$ cat src/rtl/ov7670_frame_writer_pkg.sv
// vga_cam_defs: frame geometry, RGB565 field layout and capture FSM encoding,
// shared between the camera frame writer and the VGA driver.
package vga_cam_defs;
   localparam int H_ACTIVE     = 640;
   localparam int V_ACTIVE     = 480;
   localparam int FRAME_PIXELS = H_ACTIVE * V_ACTIVE;
   localparam int R_LSB = 11, R_W = 5;
   localparam int G_LSB = 5,  G_W = 6;
   localparam int B_LSB = 0,  B_W = 5;
   typedef logic [1:0] state_t;
   localparam state_t ST_IDLE   = 2'd0;
   localparam state_t ST_WAIT   = 2'd1;
   localparam state_t ST_ACTIVE = 2'd2;
   localparam state_t ST_END    = 2'd3;
   typedef struct packed {
      logic       pclk;
      logic       vsync;
      logic       href;
      logic [7:0] d;
   } cam_bus_t;
endpackage

$ cat src/rtl/cam_input_sync.sv
// cam_input_sync: multi-stage synchronizer for the camera bus plus edge
// detection of pclk, vsync and href in the system clock domain.
module cam_input_sync
   import vga_cam_defs::*;
#(
   parameter int SYNC_STAGES = 2
) (
   input  logic       clk_i,
   input  logic       rst_n_i,
   input  cam_bus_t   cam_i,
   output logic       href_o,
   output logic [7:0] d_o,
   output logic       pclk_rise_o,
   output logic       vsync_rise_o,
   output logic       vsync_fall_o,
   output logic       href_fall_o
);
   cam_bus_t sync_q [SYNC_STAGES];
   cam_bus_t cam_s;
   logic     pclk_q, vsync_q, href_q;
   always_ff @(posedge clk_i or negedge rst_n_i) begin
      if (!rst_n_i) begin
         for (int i = 0; i < SYNC_STAGES; i++) sync_q[i] <= '0;
         {pclk_q, vsync_q, href_q} <= '0;
      end else begin
         sync_q[0] <= cam_i;
         for (int i = 1; i < SYNC_STAGES; i++) sync_q[i] <= sync_q[i-1];
         {pclk_q, vsync_q, href_q} <= {cam_s.pclk, cam_s.vsync, cam_s.href};
      end
   end
   assign cam_s        = sync_q[SYNC_STAGES-1];
   assign href_o       = cam_s.href;
   assign d_o          = cam_s.d;
   assign pclk_rise_o  = cam_s.pclk & ~pclk_q;
   assign vsync_rise_o = cam_s.vsync & ~vsync_q;
   assign vsync_fall_o = ~cam_s.vsync & vsync_q;
   assign href_fall_o  = ~cam_s.href & href_q;
endmodule

$ cat src/rtl/ov7670_frame_writer.sv
// ov7670_frame_writer: packs the camera byte stream into RGB565 words and
// writes them linearly into the frame buffer, one gated frame at a time.
module ov7670_frame_writer
   import vga_cam_defs::*;
#(
   parameter int H_ACTIVE    = vga_cam_defs::H_ACTIVE,
   parameter int V_ACTIVE    = vga_cam_defs::V_ACTIVE,
   parameter int ADDR_W      = 19,
   parameter int SYNC_STAGES = 2
) (
   input  logic              CLOCK_50,
   input  logic              rst_n,
   input  logic              capture_en,
   input  logic              cam_pclk,
   input  logic              cam_vsync,
   input  logic              cam_href,
   input  logic [7:0]        cam_d,
   output logic [ADDR_W-1:0] wraddress,
   output logic [15:0]       data,
   output logic              wren,
   output logic              frame_done,
   output logic              frame_ok,
   output logic              busy
);
   localparam int FRAME = H_ACTIVE * V_ACTIVE;
   // one spare bit so the counter can sit at FRAME without wrapping
   localparam logic [ADDR_W:0] FRAME_C = (ADDR_W+1)'(FRAME);
   logic            href_s, pclk_rise, vsync_rise, vsync_fall, href_fall;
   logic [7:0]      d_s;
   state_t          state_q, state_d;
   logic            phase_q, phase_d;
   logic [7:0]      hi_q, hi_d;
   logic [ADDR_W:0] cnt_q, cnt_d;
   logic [15:0]     data_q, data_d;
   logic            wren_q, wren_d;
   logic            ovr_q, ovr_d;
   logic            berr_q, berr_d;
   logic            done_q, ok_q;
   logic            full;
   cam_input_sync #(.SYNC_STAGES(SYNC_STAGES)) u_sync (
      .clk_i       (CLOCK_50),
      .rst_n_i     (rst_n),
      .cam_i       ('{pclk: cam_pclk, vsync: cam_vsync, href: cam_href, d: cam_d}),
      .href_o      (href_s),
      .d_o         (d_s),
      .pclk_rise_o (pclk_rise),
      .vsync_rise_o(vsync_rise),
      .vsync_fall_o(vsync_fall),
      .href_fall_o (href_fall)
   );
   assign full = cnt_q == FRAME_C;
   always_comb begin
      state_d = state_q;
      phase_d = phase_q;
      hi_d    = hi_q;
      cnt_d   = wren_q ? cnt_q + 1'b1 : cnt_q;
      data_d  = data_q;
      wren_d  = 1'b0;
      ovr_d   = ovr_q;
      berr_d  = berr_q;
      case (state_q)
         ST_IDLE: state_d = capture_en ? ST_WAIT : ST_IDLE;
         ST_WAIT: begin
            if (!capture_en) state_d = ST_IDLE;
            else if (vsync_fall) begin
               state_d = ST_ACTIVE;
               cnt_d   = '0;
               phase_d = 1'b0;
               ovr_d   = 1'b0;
               berr_d  = 1'b0;
            end
         end
         ST_ACTIVE: begin
            // frame end wins over a coinciding byte: any partial pixel is dropped
            if (vsync_rise) begin
               state_d = ST_END;
               phase_d = 1'b0;
            end else if (href_fall && phase_q) begin
               phase_d = 1'b0;
               berr_d  = 1'b1;
            end else if (pclk_rise && href_s) begin
               phase_d = ~phase_q;
               hi_d    = phase_q ? hi_q : d_s;
               if (phase_q && full) ovr_d = 1'b1;
               if (phase_q && !full) begin
                  wren_d = 1'b1;
                  data_d = {hi_q, d_s};
               end
            end
         end
         default: state_d = capture_en ? ST_WAIT : ST_IDLE;
      endcase
   end
   always_ff @(posedge CLOCK_50 or negedge rst_n) begin
      if (!rst_n) begin
         state_q <= ST_IDLE;
         phase_q <= 1'b0;
         hi_q    <= '0;
         cnt_q   <= '0;
         data_q  <= '0;
         wren_q  <= 1'b0;
         ovr_q   <= 1'b0;
         berr_q  <= 1'b0;
         done_q  <= 1'b0;
         ok_q    <= 1'b0;
      end else begin
         state_q <= state_d;
         phase_q <= phase_d;
         hi_q    <= hi_d;
         cnt_q   <= cnt_d;
         data_q  <= data_d;
         wren_q  <= wren_d;
         ovr_q   <= ovr_d;
         berr_q  <= berr_d;
         done_q  <= state_q == ST_END;
         ok_q    <= state_q == ST_END && !ovr_q && !berr_q && full;
      end
   end
   assign wraddress  = cnt_q[ADDR_W-1:0];
   assign data       = data_q;
   assign wren       = wren_q;
   assign frame_done = done_q;
   assign frame_ok   = ok_q;
   assign busy       = state_q == ST_WAIT || state_q == ST_ACTIVE;
endmodule

$ cat config.mk
export PLATFORM = sky130hd
export DESIGN_NAME = ov7670_frame_writer
export DESIGN_NICKNAME = d
export VERILOG_FILES = /design/src/rtl/ov7670_frame_writer_pkg.sv /design/src/rtl/cam_input_sync.sv /design/src/rtl/ov7670_frame_writer.sv
export SDC_FILE = /design/constraint.sdc
export NUM_CORES = 1
export LEC_CHECK = 0
export CAP_MARGIN = 20
export CORE_MARGIN = 1
export CORE_UTILIZATION = 30
export CTS_CLUSTER_SIZE = 10
export DETAILED_ROUTE_END_ITERATION = 10
export GPL_TIMING_DRIVEN = 0
export PLACE_DENSITY = 0.49
export SYNTH_ARGS = -nofsm -noshare
export SYNTH_HDL_FRONTEND = slang
export SYNTH_SLANG_ARGS = --single-unit
$ cat constraint.sdc
create_clock -name CLOCK_50 -period 4.6 [get_ports CLOCK_50]
set_clock_uncertainty 0.15 [all_clocks]
set_input_delay 0.69 -clock CLOCK_50 [delete_from_list [all_inputs] [get_ports CLOCK_50]]
set_output_delay 0.69 -clock CLOCK_50 [all_outputs]
set_load 0.1 [all_outputs]
==> metrics.yaml, run 1 <==
yosysMostFrequentCell: "dfrtp_1"
route.detailed.drc: 0
endpoint_kind: "output port"
cts_buffers: 9
finalMaxSlewViolations: 0
postPlaceCellArea_mm2: 0.00388
power.density_mw_per_mm2: 667
cts_buffer_depth: 2
core_mm2: 0.0103
vias: 2032
synthFlopType: "dfrtp_1"
final_area_mm2: 0.00407
fin_ws_ns: 1.46
die_h_um: 105
post_cts_buffers: 0
synthAdderAreaFrac_pct: 1.98
avgSynthCellArea_um2: 12.5
mappedNetlistArea_mm2: 0.00316
ys_seq_elements: 77
syn-num-nets: 273
nets: 337
worstHoldPathType: "input pin to async pin"
tightest_slew_ns: 0.994
synth_common_cells: "dfrtp_1, mux2_2, buf_4"
yosysSeqAreaShare_pct: 60.9
cts_sinks: 77
hold_violations: 0
power.internal_w: 0.00143
required_ns: 3.76
muxShareOfSynthArea_pct: 9.85
worstSetupPathType: "register to output port"
synth.area.top_cells: "dfrtp_1, mux2_2, buf_4"
period_needed_ns: 3.14
netlist_instances: 254
rows: 37
netSwitchingPower_w: 0.00128
place_congestion: 0.762
initial_utilization_pct: 30.8
yosys.area_share.simple_pct: 11.9
synth_compound_area_share_pct: 5.70
p_sw_share_pct: 47.1
p_seq_share_pct: 35.7
fin_cells: 458
async_reset_ff_share_pct: 100
grt_first_pass_wirelength_um: 10000
rsz0062_at_grt: "false"
die_w_um: 105
cts_max_level: 3
synth_top_family_by_area: "simple AND/OR/NAND/NOR gates"
leakage_nw: 1.81
grt.overflow.total: 0
worst-path-max-fanout: 3
ant_nets: 0
cts_tree: "yes"
io_buffers: 52
pwr-share-comb_pct: 45.9
peakVddDrop_v: 0.000453
status: "finished clean"
hpwl_um: 3970
clockRootBuffer: "clkbuf_8"
grt_use_total_pct: 11.6
pin_count: 53
pre_cts_slack_ns: 1.63
arrival_ns: 2.30
antenna_found_initial: 0
routed_wl_um: 5840
dr.pass1.iters: 3
cap_violations: 0
clock_power_share_pct: 18.4
clkSlewWorstSetupHoldPaths_ns: 0.08
fmax_ghz: 0.318
drive_gt1_share_pct: 21.1
synth_edf_count: 0
cpMostUsedCell: "inv_1"
diodes: 0
slowest_delay_ns: 1.12
slew_headroom_pct: 33.5
hold_buffers: 0
post_cts_resized: 0
yosysTopAreaCell: "dfrtp_1"
finalCritPeriodShare_pct: 68.3
areaGrowthSynthToFinish_pct: 28.6
critPathSlowestCell: "clkdlybuf4s50_1"
fp.dieArea_mm2: 0.0110
startpoint_type: "register"
drt-vias-per-instance: 4.44
drtIter0Drc: 53
synth-xor-area-share_pct: 2.77
clk_latency_ns: 0.34
yosysTopAreaCellShare_pct: 60.9
wl_per_cell_um: 12.8
place_inst: 443
path_cells: "inv_1 > ha_1 > inv_1 > clkdlybuf4s50_1"
setup_viol: 0
first_global_vias: 2068
synth_warnings: 0
ys_types: 37
grt_max_degree: 60
[cell type report]
cell class / instances / area [um2]
Fill cell: 1029 / 6210
Sequential cell: 77 / 1930
Multi-Input combinational cell: 139 / 1020
Timing Repair Buffer: 53 / 546
Tap cell: 136 / 170
Buffer: 25 / 169
Clock buffer: 10 / 128
Clock inverter: 5 / 60.1
Inverter: 13 / 48.8
[cells in the final DEF, fill, tap and decap left out, types with 2 or more instances in the layout]
| master | n |
|---|---|
| buf_2 | 3 |
| nand3_1 | 5 |
| mux2i_1 | 3 |
| or4_1 | 4 |
| dfrtp_1 | 77 |
| buf_4 | 20 |
| o211ai_1 | 2 |
| or3_1 | 6 |
| nand2_1 | 10 |
| clkdlybuf4s50_1 | 51 |
| xnor2_1 | 7 |
| mux2_2 | 25 |
| nor3_1 | 6 |
| a21oi_1 | 11 |
| inv_1 | 13 |
| o21ai_0 | 10 |
| clkbuf_8 | 9 |
| clkbuf_1 | 4 |
| xor2_1 | 3 |
| nor4_1 | 2 |
| o31ai_1 | 3 |
| ha_1 | 5 |
| nor2_1 | 16 |
| nand4_1 | 6 |
[logic make-up after synthesis]
family	after synthesis
adders and majority gates	5
muxes	28
DFF	77
xor gates and xnor gates	10
AOI/OAI and AO/OA	30
buffers and inverters	38
and+or+nand+nor	66
[per-layer routing]
metal	vias to the layer above	part of all wire, %	GRT usage (%)
met5	-	0	0
met2	50	46	18.1
met3	9	5.4	4.37
met4	0	1.3	4.12
li1	988	-	-
met1	985	47	14.7
[worst paths after layout]
| path | start | endpoint | slack [ns] | depth (start not counted) |
|---|---|---|---|---|
| worst min register to register | u_sync.sync_q[21] | u_sync.cam_s[10] | 0.20 | 0 |
| max in group asynchronous | rst_n | u_sync.sync_q[20] | 3.65 | 2 |
| worst max register to register | cnt_q[11] | data[15] | 1.96 | 5 |
| worst max-delay path | state_q[0] | busy | 1.46 | 4 |
| worst min-delay path | rst_n | cnt_q[6] | 0.07 | 1 |
| min in group CLOCK_50 | u_sync.sync_q[21] | u_sync.cam_s[10] | 0.20 | 0 |
[critical path, delay by kind of cell (launching register included)]
kind       cells  cell delay [ns]
flops          1             0.38
fa+ha+maj      1             0.33
buf+inv        3             1.26
[power groups by stage]
stage / clock [W] / combinational [W] / sequential (W)
after floorplan: 0 / 0.00100 / 0.000952
after global placement: 0 / 0.00124 / 0.000982
after detailed placement: 0 / 0.00125 / 0.000984
after CTS: 0.000523 / 0.00126 / 0.000971
after global routing: 0.000542 / 0.00131 / 0.000995
final: 0.000498 / 0.00125 / 0.000968
[through the flow]
stage	hold slack, ns	total power [W]	setup TNS (ns)	util (%)
2_1_floorplan	0.181	0.00196	0	-
3_3_place_gp	0.181	0.00222	-7.09	37.5
3_5_place_dp	0.185	0.00224	0	37.7
4_1_cts	0.0654	0.00275	0	39.6
5_1_grt	0.0787	0.00285	0	39.6
6_report	0.0711	0.00271	0	39.6
[state kept, by name, indices dropped and copies added, names as in the netlist, 2 cells and up]
name           cells
u_sync.d_o         8
data              16
hi_q               8
u_sync.cam_s       2
cnt_q             20
state_q            2
u_sync.sync_q     11
Note: power is estimated with default switching activity, not from simulation.
==> inputs of run 2 (changes only) <==
==> constraint.sdc (replaced) <==
create_clock -name CLOCK_50 -period 2.9 [get_ports CLOCK_50]
set_clock_uncertainty 0.15 [all_clocks]
set_input_delay 0.435 -clock CLOCK_50 [delete_from_list [all_inputs] [get_ports CLOCK_50]]
set_output_delay 0.435 -clock CLOCK_50 [all_outputs]
set_load 0.1 [all_outputs]
==> run 2 against run 1 <==
  * Sequential power grew 59%
  * Worst setup slack lost 1.3 ns
  * Sequential share of layout area shrank 0.10 points
  * Utilization grew 0.085 points
  * Design area grew 0.22%
  * Non-clock buffer count grew 1
  * Total power grew 58%
  * Wire length shrank 0.10%
  * Largest power group unchanged
  * Final cell count grew 0.22%
  * Global-route usage is the same
  * Sequential cell count is the same
  * Via count is essentially flat
  * Critical path type unchanged
==> metrics.yaml, run 2 (same netlist as run 1, synthesis figures left out) <==
rsz0062_at_grt: "false"
max_flop_register: "cnt_q"
cap_violations: 0  # unchanged
power.density_mw_per_mm2: 1050  # +58%
diodes: 0  # unchanged
critPathSlowestCell: "clkdlybuf4s50_1"
tightest_slew_ns: 0.994  # +0.0000797 ns
largest_reg_flops: 20  # unchanged
drtIter0Drc: 58  # +9.4%
fillers: 1029  # unchanged
cts_tree: "yes"
postPlaceCellArea_mm2: 0.00388  # unchanged
required_ns: 2.32  # -1.44 ns
grt_first_pass_wirelength_um: 10000  # unchanged
dr.pass1.iters: 3  # unchanged
top_layer: "met4"
die_h_um: 105  # unchanged
wl_per_cell_um: 12.7  # -0.32%
worst-path-max-fanout: 6  # +3
arrival_ns: 2.11  # -0.19 ns
final_area_mm2: 0.00408  # +0.22%
multi_input_area_mm2: 0.00102  # unchanged
fmax_ghz: 0.370
pin_count: 53  # unchanged
clk_latency_ns: 0.34  # about the same
areaGrowthSynthToFinish_pct: 28.8
io_buffers: 52  # unchanged
cts_buffers: 9  # unchanged
place_congestion: 0.762  # unchanged
leakage_nw: 1.82  # +0.36%
clockRootBuffer: "clkbuf_8"
vias: 2034  # +0.098%
setup_viol: 0  # unchanged
wl_met3_um: 316  # -0.32%
hold_violations: 0  # unchanged
ant_nets: 0  # unchanged
period_needed_ns: 2.70
endpoint_kind: "output port"
area.sequential_mm2: 0.00193  # unchanged
hpwl_um: 3970  # unchanged
cts_buffer_depth: 2  # unchanged
rows: 37  # unchanged
clkSlewWorstSetupHoldPaths_ns: 0.08  # about the same
fp.dieArea_mm2: 0.0110  # unchanged
grt_use_total_pct: 11.6  # unchanged
die_w_um: 105  # unchanged
worstSetupPathType: "register to output port"
slowest_delay_ns: 1.11  # about the same
finalMaxSlewViolations: 0  # unchanged
final_cell_mix: "dfrtp_1, clkdlybuf4s50_1, mux2_2"
pre_cts_slack_ns: 0.181  # -1.45 ns
drive_gt1_share_pct: 21.1  # -0.065 points
routed_wl_um: 5840  # -0.10%
fin_util_pct: 39.7  # +0.085 points
initial_utilization_pct: 30.8  # unchanged
cts_max_level: 3  # unchanged
nets: 338  # +0.30%
first_global_vias: 2068  # unchanged
finalSetupTns_ns: 0  # unchanged
hold-worst-slack_ns: 0.197  # +0.126 ns
drt-vias-per-instance: 4.43  # -0.12%
wl_met2_um: 2640  # -2.0%
antenna_found_initial: 0  # unchanged
cts_sinks: 77  # unchanged
worstHoldPathType: "register to register"
peakVddDrop_v: 0.000719  # +59%
grt.overflow.total: 0  # unchanged
wl_met1_um: 2800  # +1.7%
final_common_cell: "dfrtp_1"
finalCritPeriodShare_pct: 93.1
status: "finished clean"
slew_headroom_pct: 33.5  # about the same
fin_ws_ns: 0.201  # -1.26 ns
path_cells: "buf_4 > clkdlybuf4s50_1"
startpoint_type: "register"
core_mm2: 0.0103  # unchanged
grt_max_degree: 60  # unchanged
route.detailed.drc: 0  # unchanged
-- run 2: power by group --
group / switching (W) / internal [W]
Sequential: 0.000258 / 0.00128
Combinational: 0.00137 / 0.000594
Clock: 0.000393 / 0.000397
-- run 2: worst paths after layout --
kind                       slack [ns]              start               end  cells past startpoint
setup / recovery                 0.20           cnt_q[2]      wraddress[2]                      2
hold / removal                   0.20  u_sync.sync_q[21]  u_sync.cam_s[10]                      0
setup reg to reg                 0.28          cnt_q[11]          data[15]                      5
hold reg to reg                  0.20  u_sync.sync_q[21]  u_sync.cam_s[10]                      0
max in group asynchronous        1.66              rst_n           hi_q[3]                      3
min in group asynchronous        0.37              rst_n          cnt_q[6]                      2
-- run 2: area by class of cell --
class,instances,area share (%)
Inverter,13,1.20
Clock buffer,10,3.13
Clock inverter,5,1.47
Sequential cell,77,47.3
Multi-Input combinational cell,139,25.0
Timing Repair Buffer,54,13.6
Buffer,25,4.14
Tap cell,136,4.18
-- run 2: per-stage QoR --
stage          instances  power, W
2_1_floorplan        254   0.00310
3_3_place_gp         442   0.00353
3_5_place_dp         443   0.00355
4_1_cts              459   0.00435
5_1_grt              459   0.00451
6_report             459   0.00429
-- run 2: timing repair --
| item | CTS | global route |
|---|---|---|
| gates resized for setup | 1 | 0 |
| hold endpoints to repair | 18 | 0 |
| buffers inserted | 0 | 0 |
| hold buffers | 1 | 0 |
| endpoints found under the setup margin | 1 | 0 |
-- run 2: worst max-delay path, delay by kind of cell (launching register included) --
family                 cells  cell delay [ns]
DFF                        1             0.50
buffers and inverters      2             1.27
-- run 2: metal layers --
layer / vias to the layer above / global-route usage (%)
met5: - / 0
met4: 0 / 4.12
met3: 9 / 4.30
met2: 51 / 18.1
met1: 985 / 14.8
li1: 989 / -
==> inputs of run 3 (changes only) <==
--- a/config.mk
+++ b/config.mk
@@ -7,11 +7,12 @@
 export LEC_CHECK = 0
 export CAP_MARGIN = 20
 export CORE_MARGIN = 1
-export CORE_UTILIZATION = 30
+export CORE_UTILIZATION = 52
 export CTS_CLUSTER_SIZE = 10
 export DETAILED_ROUTE_END_ITERATION = 10
 export GPL_TIMING_DRIVEN = 0
-export PLACE_DENSITY = 0.49
+export PLACE_DENSITY = 0.77
 export SYNTH_ARGS = -nofsm -noshare
 export SYNTH_HDL_FRONTEND = slang
 export SYNTH_SLANG_ARGS = --single-unit
+export TNS_END_PERCENT = 100
==> run 3 against run 2 <==
  * Non-clock buffer count unchanged
  * Largest cell class unchanged
  * Total power rose by 4.7%
  * Combinational power barely moved
  * Critical path type unchanged
  * Final cell count down 13%
  * Critical endpoint unchanged
==> metrics.yaml, run 3 (same netlist as run 1, synthesis figures left out) <==
status: "finished clean"
cap_violations: 0  # unchanged
min-delay-start: "u_sync.sync_q[18]"
initial_utilization_pct: 53.7  # +23 points
p_seq_share_pct: 34.3  # -1.5 points
setup_viol: 0  # unchanged
worstHoldPathType: "register to register"
postPlaceCellArea_mm2: 0.00379  # -2.2%
p_sw_share_pct: 45.1  # -2.0 points
drive_gt1_share_pct: 21.6  # +0.55 points
clkSlewWorstSetupHoldPaths_ns: 0.08  # about the same
cts_buffer_depth: 2  # unchanged
max_flop_register: "cnt_q"
netSwitchingPower_w: 0.00203  # +0.20%
endpoint: "wraddress[2]"
pin_count: 53  # unchanged
finalCritPeriodShare_pct: 93.8  # +0.74 points
fin_util_pct: 68.8  # +29 points
die_w_um: 80.0  # -24%
fmax_ghz: 0.368  # -0.78%
arrival_ns: 2.14  # +0.03 ns
dr.pass1.iters: 4  # +1
vias: 2110  # +3.7%
power.internal_w: 0.00246  # +8.6%
die_h_um: 80.0  # -24%
final_common_cell: "dfrtp_1"
startpoint_type: "register"
wl_per_cell_um: 14.3  # +13%
power.density_mw_per_mm2: 1110  # +5.3%
grt_max_degree: 41  # -32%
grt.overflow.total: 0  # unchanged
clock_power_share_pct: 21.8  # +3.4 points
place_congestion: 0.802  # +5.3%
worst-path-max-fanout: 6  # unchanged
fillers: 457  # -56%
fin_ws_ns: 0.179  # -0.0213 ns
pwr-share-comb_pct: 43.9  # -1.9 points
pre_cts_slack_ns: 0.276  # +0.0952 ns
hpwl_um: 4040  # +1.7%
hold-worst-slack_ns: 0.200  # +0.00262 ns
fp.dieArea_mm2: 0.00640  # -42%
leakage_nw: 1.84  # +1.2%
diodes: 0  # unchanged
rr_worst_depth: 5  # unchanged
cts_max_level: 3  # unchanged
rrSetupSlack_ns: 0.36  # +0.08 ns
largest_reg_flops: 20  # unchanged
core_mm2: 0.00589  # -43%
nets: 338  # unchanged
post_cts_buffers: 0  # unchanged
slew_headroom_pct: 33.9  # +0.33 points
place_inst: 382  # -14%
final_area_mm2: 0.00405  # -0.58%
routed_wl_um: 5720  # -2.0%
crit_start: "cnt_q[2]"
hold_violations: 0  # unchanged
rows: 28  # -24%
drt-vias-per-instance: 5.29  # +19%
tightest_slew_ns: 0.989  # -0.00490 ns
reg2reg_from: "cnt_q[8]"
fin_cells: 399  # -13%
endpoint_kind: "output port"
period_needed_ns: 2.72  # +0.0213 ns
first_global_vias: 2128  # +2.9%
worstSetupPathType: "register to output port"
grt_first_pass_wirelength_um: 9650  # -3.6%
areaGrowthSynthToFinish_pct: 28.1
clk_latency_ns: 0.35  # about the same
cts_sinks: 77  # unchanged
cts_buffers: 9  # unchanged
final_cell_mix: "dfrtp_1, clkdlybuf4s50_1, mux2_2"
r2r-end: "data[10]"
peakVddDrop_v: 0.000788  # +9.6%
antenna_found_initial: 0  # unchanged
cts_tree: "yes"
rsz0062_at_grt: "false"
io_buffers: 52  # unchanged
grt_use_total_pct: 20.7  # +9.1 points
clockRootBuffer: "clkbuf_8"
route.detailed.drc: 0  # unchanged
drtIter0Drc: 130  # +120%
ant_nets: 0  # unchanged
required_ns: 2.32  # about the same
finalMaxSlewViolations: 0  # unchanged
[run 3: cell count changes in the layout (fill, tap and decap cells not counted), sizes merged]
cell	before	now
bufinv	1	3
clkinv	2	1
clkinvlp	1	2
inv	14	13
[run 3: per-layer routing]
metal	global-route usage, %	routed length (um)	up-vias
li1	-	-	991
met1	26.1	2510	1051
met2	33.6	2870	59
met3	4.69	213	9
met4	10.2	125	0
met5	0	0	-
[run 3: timing repair]
item,CTS,global route
hold endpoints to repair,39,0
resized for setup,1,0
hold buffers,1,0
setup endpoints to repair,1,0
[run 3: area by class of cell]
type                            count  area, um2  area share, %
Timing Repair Buffer               54        547           13.5
Clock inverter                      6        110           2.72
Tap cell                           75       93.8           2.32
Buffer                             25        169           4.17
Multi-Input combinational cell    139       1020           25.1
Inverter                           13       48.8           1.20
Clock buffer                       10        138           3.40
Sequential cell                    77       1930           47.6
[run 3: worst min path at each step]
stage | endpoint | slack (ns) | cells past startpoint
floorplan | berr_q | -0.01 | 0
global placement | u_sync.cam_s[10] | 0.18 | 0
detailed placement | u_sync.d_o[1] | 0.18 | 0
CTS | u_sync.d_o[1] | 0.20 | 0
global route | u_sync.d_o[1] | 0.21 | 0
finish | u_sync.d_o[7] | 0.20 | 0
[run 3: critical path, cell delays in order (launching register included)]
cell and delay [ns]:
dfrtp_1 0.50, buf_4 0.16, clkdlybuf4s50_1 1.12
[run 3: power by group through the flow]
stage	clock (W)	sequential, W	combinational, W
after global routing	0.00104	0.00158	0.00207
after detailed placement	0	0.00156	0.00199
after global placement	0	0.00154	0.00196
after CTS	0.00100	0.00154	0.00198
after floorplan	0	0.00151	0.00159
final	0.000980	0.00154	0.00197
[run 3: through the flow]
step	TNS [ns]	total power, W
2_1_floorplan	0	0.00310
3_3_place_gp	-99.59	0.00350
3_5_place_dp	0	0.00355
4_1_cts	0	0.00453
5_1_grt	0	0.00469
6_report	0	0.00449
